$ cat src/rtl/ram_arb_pkg.sv
// Shared types and constants for the program/data RAM arbiter.
// Policy macro used by ram_arb_pick: RAM_ARB_RR_EN (round-robin when defined).
package ram_arb_pkg;

    localparam int unsigned AW_DEF = 8;
    localparam int unsigned DW_DEF = 8;

    localparam logic REQ_FETCH = 1'b0;
    localparam logic REQ_LSU   = 1'b1;

    typedef enum logic [1:0] {
        IDLE,
        ACCESS,
        ACK
    } state_e;

endpackage

$ cat src/rtl/ram_arb_pick.sv
// Combinational winner selection between fetch (0) and load/store (1) requests.
// RAM_ARB_RR_EN defined: ties go to the requester not last granted; else fetch wins.
module ram_arb_pick
    import ram_arb_pkg::*;
(
    input  logic req0_i,
    input  logic req1_i,
    input  logic last_i,
    output logic winner_o,
    output logic valid_o
);

    always_comb begin
        valid_o = req0_i | req1_i;
`ifdef RAM_ARB_RR_EN
        if (req0_i && req1_i) begin
            winner_o = ~last_i;
        end else begin
            winner_o = req1_i ? REQ_LSU : REQ_FETCH;
        end
`else
        winner_o = (!req0_i && req1_i) ? REQ_LSU : REQ_FETCH;
`endif
    end

`ifndef RAM_ARB_RR_EN
    logic unused_last;
    assign unused_last = last_i;
`endif

endmodule

$ cat src/rtl/ram_arbiter.sv
// Two-requester arbiter for the single-port program/data RAM: IDLE -> ACCESS -> ACK.
// Tie policy chosen by RAM_ARB_RR_EN inside ram_arb_pick (fixed priority when undefined).
module ram_arbiter
    import ram_arb_pkg::*;
#(
    parameter int unsigned AW = AW_DEF,
    parameter int unsigned DW = DW_DEF
) (
    input  logic          clk,
    input  logic          rst,
    input  logic          req0,
    input  logic          req1,
    input  logic          we0,
    input  logic          we1,
    input  logic [AW-1:0] addr0,
    input  logic [AW-1:0] addr1,
    input  logic [DW-1:0] wdata0,
    input  logic [DW-1:0] wdata1,
    output logic          ack0,
    output logic          ack1,
    output logic [DW-1:0] rdata0,
    output logic [DW-1:0] rdata1,
    output logic          busy,
    output logic          ram_ce,
    output logic          ram_we,
    output logic [AW-1:0] ram_addr,
    output logic [DW-1:0] ram_wdata,
    input  logic [DW-1:0] ram_rdata
);

    state_e        state_q, state_d;
    logic          owner_q, owner_d;
    logic          ram_ce_q, ram_ce_d;
    logic          ram_we_q, ram_we_d;
    logic [AW-1:0] ram_addr_q, ram_addr_d;
    logic [DW-1:0] ram_wdata_q, ram_wdata_d;
    logic          ack0_q, ack0_d;
    logic          ack1_q, ack1_d;
    logic [DW-1:0] rdata0_q, rdata0_d;
    logic [DW-1:0] rdata1_q, rdata1_d;
    logic          busy_q, busy_d;

    logic          pick_winner;
    logic          pick_valid;

    // owner_q doubles as the round-robin "last granted" pointer: both update on every grant
    ram_arb_pick u_pick (
        .req0_i   (req0),
        .req1_i   (req1),
        .last_i   (owner_q),
        .winner_o (pick_winner),
        .valid_o  (pick_valid)
    );

    always_ff @(posedge clk or posedge rst) begin
        if (rst) begin
            state_q     <= IDLE;
            owner_q     <= REQ_FETCH;
            ram_ce_q    <= 1'b0;
            ram_we_q    <= 1'b0;
            ram_addr_q  <= '0;
            ram_wdata_q <= '0;
            ack0_q      <= 1'b0;
            ack1_q      <= 1'b0;
            rdata0_q    <= '0;
            rdata1_q    <= '0;
            busy_q      <= 1'b0;
        end else begin
            state_q     <= state_d;
            owner_q     <= owner_d;
            ram_ce_q    <= ram_ce_d;
            ram_we_q    <= ram_we_d;
            ram_addr_q  <= ram_addr_d;
            ram_wdata_q <= ram_wdata_d;
            ack0_q      <= ack0_d;
            ack1_q      <= ack1_d;
            rdata0_q    <= rdata0_d;
            rdata1_q    <= rdata1_d;
            busy_q      <= busy_d;
        end
    end

    always_comb begin
        state_d     = state_q;
        owner_d     = owner_q;
        ram_ce_d    = ram_ce_q;
        ram_we_d    = ram_we_q;
        ram_addr_d  = ram_addr_q;
        ram_wdata_d = ram_wdata_q;
        ack0_d      = 1'b0;
        ack1_d      = 1'b0;
        rdata0_d    = rdata0_q;
        rdata1_d    = rdata1_q;
        busy_d      = busy_q;

        unique case (state_q)
            IDLE: begin
                if (pick_valid) begin
                    owner_d     = pick_winner;
                    ram_ce_d    = 1'b1;
                    ram_we_d    = pick_winner ? we1 : we0;
                    ram_addr_d  = pick_winner ? addr1 : addr0;
                    ram_wdata_d = pick_winner ? wdata1 : wdata0;
                    busy_d      = 1'b1;
                    state_d     = ACCESS;
                end
            end
            ACCESS: begin
                ram_ce_d = 1'b0;
                ram_we_d = 1'b0;
                if (!ram_we_q) begin
                    if (owner_q == REQ_LSU) begin
                        rdata1_d = ram_rdata;
                    end else begin
                        rdata0_d = ram_rdata;
                    end
                end
                ack1_d  = (owner_q == REQ_LSU);
                ack0_d  = (owner_q == REQ_FETCH);
                state_d = ACK;
            end
            ACK: begin
                busy_d  = 1'b0;
                state_d = IDLE;
            end
            default: begin
                state_d = IDLE;
            end
        endcase
    end

    assign ack0      = ack0_q;
    assign ack1      = ack1_q;
    assign rdata0    = rdata0_q;
    assign rdata1    = rdata1_q;
    assign busy      = busy_q;
    assign ram_ce    = ram_ce_q;
    assign ram_we    = ram_we_q;
    assign ram_addr  = ram_addr_q;
    assign ram_wdata = ram_wdata_q;

endmodule

$ cat config.mk
export PLATFORM = sky130hd
export DESIGN_NAME = ram_arbiter
export DESIGN_NICKNAME = d
export VERILOG_FILES = /design/src/rtl/ram_arb_pkg.sv /design/src/rtl/ram_arb_pick.sv /design/src/rtl/ram_arbiter.sv
export SDC_FILE = /design/constraint.sdc
export NUM_CORES = 1
export LEC_CHECK = 0
export ABC_AREA = 1
export BUFFER_PORTS_ARGS = -buffer_cell sky130_fd_sc_hd__clkbuf_2
export CORE_MARGIN = 4
export CORE_UTILIZATION = 45
export CTS_CLUSTER_DIAMETER = 200
export DETAILED_ROUTE_END_ITERATION = 8
export PLACE_DENSITY = 0.85
export RECOVER_POWER = 50
export SETUP_SLACK_MARGIN = 0.1
export SYNTH_ARGS = -nofsm -noshare
export SYNTH_HDL_FRONTEND = slang
export SYNTH_SLANG_ARGS = --single-unit
$ cat constraint.sdc
create_clock -name clk -period 1.55 [get_ports clk]
set_input_delay 0.2325 -clock clk [delete_from_list [all_inputs] [get_ports clk]]
set_output_delay 0.2325 -clock clk [all_outputs]
set_load 0.05 [all_outputs]
==> reports/qor.yml, run 1 <==
cts.hold.buffers_added: 1
clkPwrFrac_pct: 12.6
power.leakage_nw: 1.39
clk_pin_slew_ns: 0.08
gr-max-usage-layer: "met2"
yosysSeqAreaShare_pct: 53.1
cp-start-kind: "flip-flop"
cts_sinks: 40
worst_ep_required_time_ns: 1.32
boundaryPins: 83
p_per_area_mw_per_mm2: 2410
avgSynthCellArea_sq_um: 8.65
use_met2_pct: 29.1
slowest_stage: "clkbuf_1"
synth_nets: 264
hold_path.startpoint: "ram_rdata[1]"
cpPeakStageDelay_ns: 0.48
wl_mm: 4.27
min_path_type: "in -> reg"
dr.pass1.iters: 4
core-area_sq_mm: 0.00403
synth_seq_cells: 40
diodes: 0
wl_per_cell_um: 12.0
period_needed_ns: 1.35
synthCells: 218
fmax_mhz: 740
clock_latency_ns: 0.30
grt_usage_pct: 17.1
design_area_sq_mm: 0.00239
yosys-top-cells-area: "dfrtp_1, nand2_1, o21ai_2"
critical_path.top_delay_family: "buffers and inverters"
post-dp-hpwl_mm: 3.21
cts-resized-gates: 0
area_delta_synth_final_pct: 26.7
synth_cell_types: 16
dpl.cell_count: 346
cts_max_level: 2
worst-path-max-fanout: 2
status: "completed"
p_sw_mw: 3.16
worstMarginPinSlew_ns: 0.641
grt_max_degree: 25
r2r_start: "state_q[1]"
critPathCaptureType: "output port"
holdWs_ns: 0.174
dpl_cell_area_sq_mm: 0.00232
vias_per_cell: 4.71
ant_nets: 0
grt-ovfl-total: 0
yosys_warnings: 0
vias: 1673
numCtsBuffers: 5
report.final.slew_viol_count: 0
final_cell_count_no_fill: 355
critPathBufInv: 1
synthesis.area_sq_mm: 0.00189
drive_gt1_share_pct: 36.7
rows: 23
post_cts_buffers: 0
drc: 0
die_h_um: 72.7
clock_path_buffers: 2
cts_tree: "yes"
finalSetupViolations: 0
fp.dieArea_sq_mm: 0.00529
p_int_mw: 2.61
worstPathArrival_ns: 1.12
gr-usage-met1_pct: 21.5
slew_headroom_pct: 57.0
fin_crit_sh_pct: 87.2
grt_use_met3_pct: 3.99
power_frac_seq_pct: 31.7
fin_nets: 350
r2r_slack_ns: 0.27
r2r_cells: 5
grt_pass1_vias: 1603
clockRootBuffer: "clkbuf_8"
comb_power_share_pct: 55.7
switching_share_pct: 54.7
grt_pass1_wl_mm: 7.02
cap_violations: 0
die_x_um: 72.7
crit_type: "reg -> out"
io_buffers: 82
start_util_pct: 46.8
yosysTopAreaCell: "dfrtp_1"
rsz0062_at_grt: "no"
hold_depth: 3
tns_ns: 0
irDropWorstVdd_uv: 1010
fin_skew_ns: 0.00603
synth_top_area_share_pct: 53.1
whs_endpoint: "rdata0[1]"
antenna_found_initial: 0
drt_iter0_drc: 91
reg2reg_to: "ram_we"
gp_congestion: 0.773
final-hold-violation-count: 0
crit_chain: "clkbuf_1"
==> area by class of cell <==
| class | instances | area (sq um) |
|---|---|---|
| inverters | 16 | 60.1 |
| clock inverters | 2 | 15.0 |
| flip-flops and latches | 40 | 1000 |
| fillers | 388 | 1640 |
| multi-input cells | 153 | 706 |
| clock buffers | 6 | 82.6 |
| repair buffers | 88 | 462 |
| well taps | 50 | 62.6 |
==> Yosys cell counts, drive strengths merged <==
cell type	count
nor2	8
nand2	108
buf	9
dfrtp	40
inv	16
nand3	18
nand3b	1
o21ai	18
==> worst max-delay path by stage <==
stage                   to  depth (start not counted)  slack [ns]        start
2_1_floorplan    rdata0[0]                          5        0.26       ram_we
3_3_place_gp   ram_addr[1]                          7        0.40         req1
3_5_place_dp   ram_addr[5]                          7        0.37         req1
4_1_cts             ram_we                          1        0.29       ram_we
5_1_grt            owner_q                          5        0.15   state_q[1]
6_report       ram_addr[0]                          1        0.20  ram_addr[0]
==> cell families after synthesis <==
kind of cell,synth area share (%)
simple gates,30.9
compound gates,8.16
flops,53.1
buf+inv,7.83
==> metal layers <==
metal,part of all wire [%],routed length (um),up-vias
met3,6.3,268,6
met5,0,0,-
li1,-,-,842
met2,49,2080,49
met1,44,1860,776
met4,1.4,61,0
==> registers in the layout, summed over array words and instances (netlist names) <==
register / flops
ram_wdata: 8
ack0: 1
busy: 1
ram_we: 1
ram_addr: 8
ack1: 1
rdata0: 8
state_q: 2
rdata1: 8
owner_q: 1
ram_ce: 1
==> per-stage QoR <==
| step | power, mW | setup slack (ns) | utilization, % |
|---|---|---|---|
| final | 5.77 | 0.198 | 59.3 |
| after global routing | 6.13 | 0.153 | 59.3 |
| after CTS | 5.92 | 0.288 | 60.3 |
| after detailed placement | 5.18 | 0.367 | 57.6 |
| after global placement | 5.12 | 0.404 | 57.6 |
| after floorplan | 4.48 | 0.261 | - |
==> power groups by stage <==
stage	sequential, mW	clock, mW	combinational (mW)
detailed placement	1.85	0	3.34
CTS	1.83	0.741	3.35
floorplan	3.40	0	1.07
global placement	1.84	0	3.28
global route	1.89	0.785	3.46
finish	1.83	0.726	3.21
==> cells in the final DEF, fill, tap and decap left out <==
cell	instances
clkinv_1	1
o21ai_2	12
buf_4	3
dfrtp_1	40
o21ai_0	6
clkinvlp_4	2
inv_2	1
dlygate4sd3_1	1
nand3b_1	1
nor2_4	2
buf_12	1
nand3_1	18
clkbuf_1	5
inv_1	14
clkbuf_8	6
clkbuf_2	78
nor2_2	1
nand2_4	1
nand2_1	102
nor2_1	5
nand2_2	5
No activity file was read; power rests on OpenSTA's default activity.
==> inputs of run 2 (changes only) <==
- CORE_UTILIZATION: 45 -> 42
- PLACE_DENSITY: 0.85 -> 0.83
- clock period: 1.55 -> 1.2 ns (I/O delays scaled with it)
==> run 2 against run 1 <==
Clock power grew 52%. Routed wire length grew 31%. Clock skew is essentially flat. Flip-flop and latch count is the same. Critical path depth grew 4. Global-route usage grew 0.88 points. Cell area grew 19%. First-iteration DRC count grew 29%. Critical path type is now reg -> reg. Critical endpoint is now rdata0[2].
==> reports/qor.yml, run 2 (synthesis gave the netlist of run 1 again) <==
crit_type: "reg -> reg"
cts_max_level: 2
slew_headroom_pct: 65.2
m1WireLength_mm: 2.16
boundaryPins: 83
cts_tree: "yes"
numCtsBuffers: 5
switching_share_pct: 50.8
rsz0062_at_grt: "yes"
wl_mm: 5.61
fp.dieArea_sq_mm: 0.00563
wl_per_cell_um: 15.1
clk_pin_slew_ns: 0.08
grt_usage_pct: 18.0
antenna_found_initial: 0
power_frac_seq_pct: 26.6
power.leakage_nw: 1.56
fin_crit_sh_pct: 98.7
grt-ovfl-total: 0
worstMarginPinSlew_ns: 0.522
r2r_slack_ns: 0.02
vias_per_cell: 4.91
gp_congestion: 0.767
fin_nets: 365
clock_path_buffers: 2
area_delta_synth_final_pct: 50.6
worst_ep_required_time_ns: 1.39
dr.pass1.iters: 4
final_cell_count_no_fill: 372
ant_nets: 0
met2WireLength_mm: 2.91
cts_sinks: 40
cp-start-kind: "flip-flop"
grt_pass1_wl_mm: 7.46
critPathCaptureType: "flip-flop"
startpoint: "state_q[1]"
dpl.cell_count: 353
comb_power_share_pct: 61.7
status: "completed"
drt_iter0_drc: 117
grt_max_degree: 21
vias: 1827
fin_skew_ns: 0.00589
grt_pass1_vias: 1607
die_h_um: 75.0
wl_met3_um: 374
finalSetupViolations: 0
worstPathArrival_ns: 1.37
start_util_pct: 43.3
cap_violations: 0
r2r_start: "state_q[1]"
r2r_cells: 5
drive_gt1_share_pct: 47.2
min_path_type: "in -> reg"
post-dp-hpwl_mm: 3.52
clockRootBuffer: "clkbuf_8"
crit_end: "rdata0[2]"
io_buffers: 82
clock_latency_ns: 0.30
report.final.slew_viol_count: 0
fin_total_pwr_mw: 9.35
die_x_um: 75.0
core-area_sq_mm: 0.00435
fmax_mhz: 844
mostFrequentLayoutCells: "nand2_1, clkbuf_2, dfrtp_1"
p_int_mw: 4.61
holdWs_ns: 0.141
layout_commonest_cell: "nand2_1"
period_needed_ns: 1.18
p_per_area_mw_per_mm2: 3290
reg2reg_to: "rdata0[2]"
maxUsedRoutingLayer: "met4"
drc: 0
p_sw_mw: 4.75
worst-path-max-fanout: 8
irDropWorstVdd_uv: 1350
rows: 24
final-hold-violation-count: 0
clkPwrFrac_pct: 11.7
diodes: 0
==> run 2: cell count changes in the layout (fill, tap and decap cells not counted), sizes merged <==
cell / delta
clkbuf: -30
buf: +43
clkinvlp: -1
bufinv: +1
nand2: +2
==> run 2: worst min path at each step <==
| stage | start | end | slack, ns | cells after the start |
|---|---|---|---|---|
| 2_1_floorplan | rst | ack0 | 0.16 | 1 |
| 3_3_place_gp | rst | ack1 | 0.25 | 3 |
| 3_5_place_dp | rst | ram_addr[6] | 0.25 | 3 |
| 4_1_cts | ram_rdata[7] | rdata1[7] | 0.14 | 3 |
| 5_1_grt | ram_rdata[3] | rdata0[3] | 0.15 | 3 |
| 6_report | ram_rdata[7] | rdata1[7] | 0.14 | 3 |
==> run 2: routing by layer <==
layer,vias to the layer above,GRT usage (%)
li1,875,-
met1,865,22.7
met2,73,28.7
met3,14,5.07
met4,0,8.10
met5,-,0
==> run 2: layout make-up <==
type	instances	area [sq um]
Inverter	16	63.8
Tap cell	52	65.1
Fill cell	337	1510
Clock inverter	2	35.0
Timing Repair Buffer	101	739
Sequential cell	40	1000
Clock buffer	6	72.6
Multi-Input combinational cell	155	862
==> run 2: timing repair <==
item | CTS | global route
buffers inserted | 0 | 8
gates cloned | 0 | 2
hold buffers | 1 | 0
hold endpoints to repair | 40 | 0
pin swaps | 0 | 2
resized for setup | 38 | 66
setup endpoints to repair | 37 | 59
==> run 2: through the flow <==
step	utilization, %	instance area (sq um)	setup slack [ns]	setup TNS (ns)
global route	65.2	2840	-0.0636	-0.229
floorplan	-	1890	0.0474	0
CTS	59.5	2590	0.0835	0
finish	65.2	2840	0.0157	0
detailed placement	54.4	2370	0.112	0
global placement	54.4	2370	0.141	0
==> run 2: power groups by stage <==
stage                     Combinational [mW]  Sequential (mW)  Clock, mW
after floorplan                         1.39             4.40          0
after global placement                  4.36             2.40          0
after detailed placement                4.47             2.40          0
after CTS                               4.82             2.40       1.11
after global routing                    6.07             2.56       1.17
final                                   5.77             2.49       1.10
==> run 2: critical path, cell delays in order, from the launching register on <==
cell	delay, ns
dfrtp_1	0.43
nor2_4	0.23
buf_12	0.15
nand2_8	0.08
nand2_1	0.12
o21ai_2	0.07
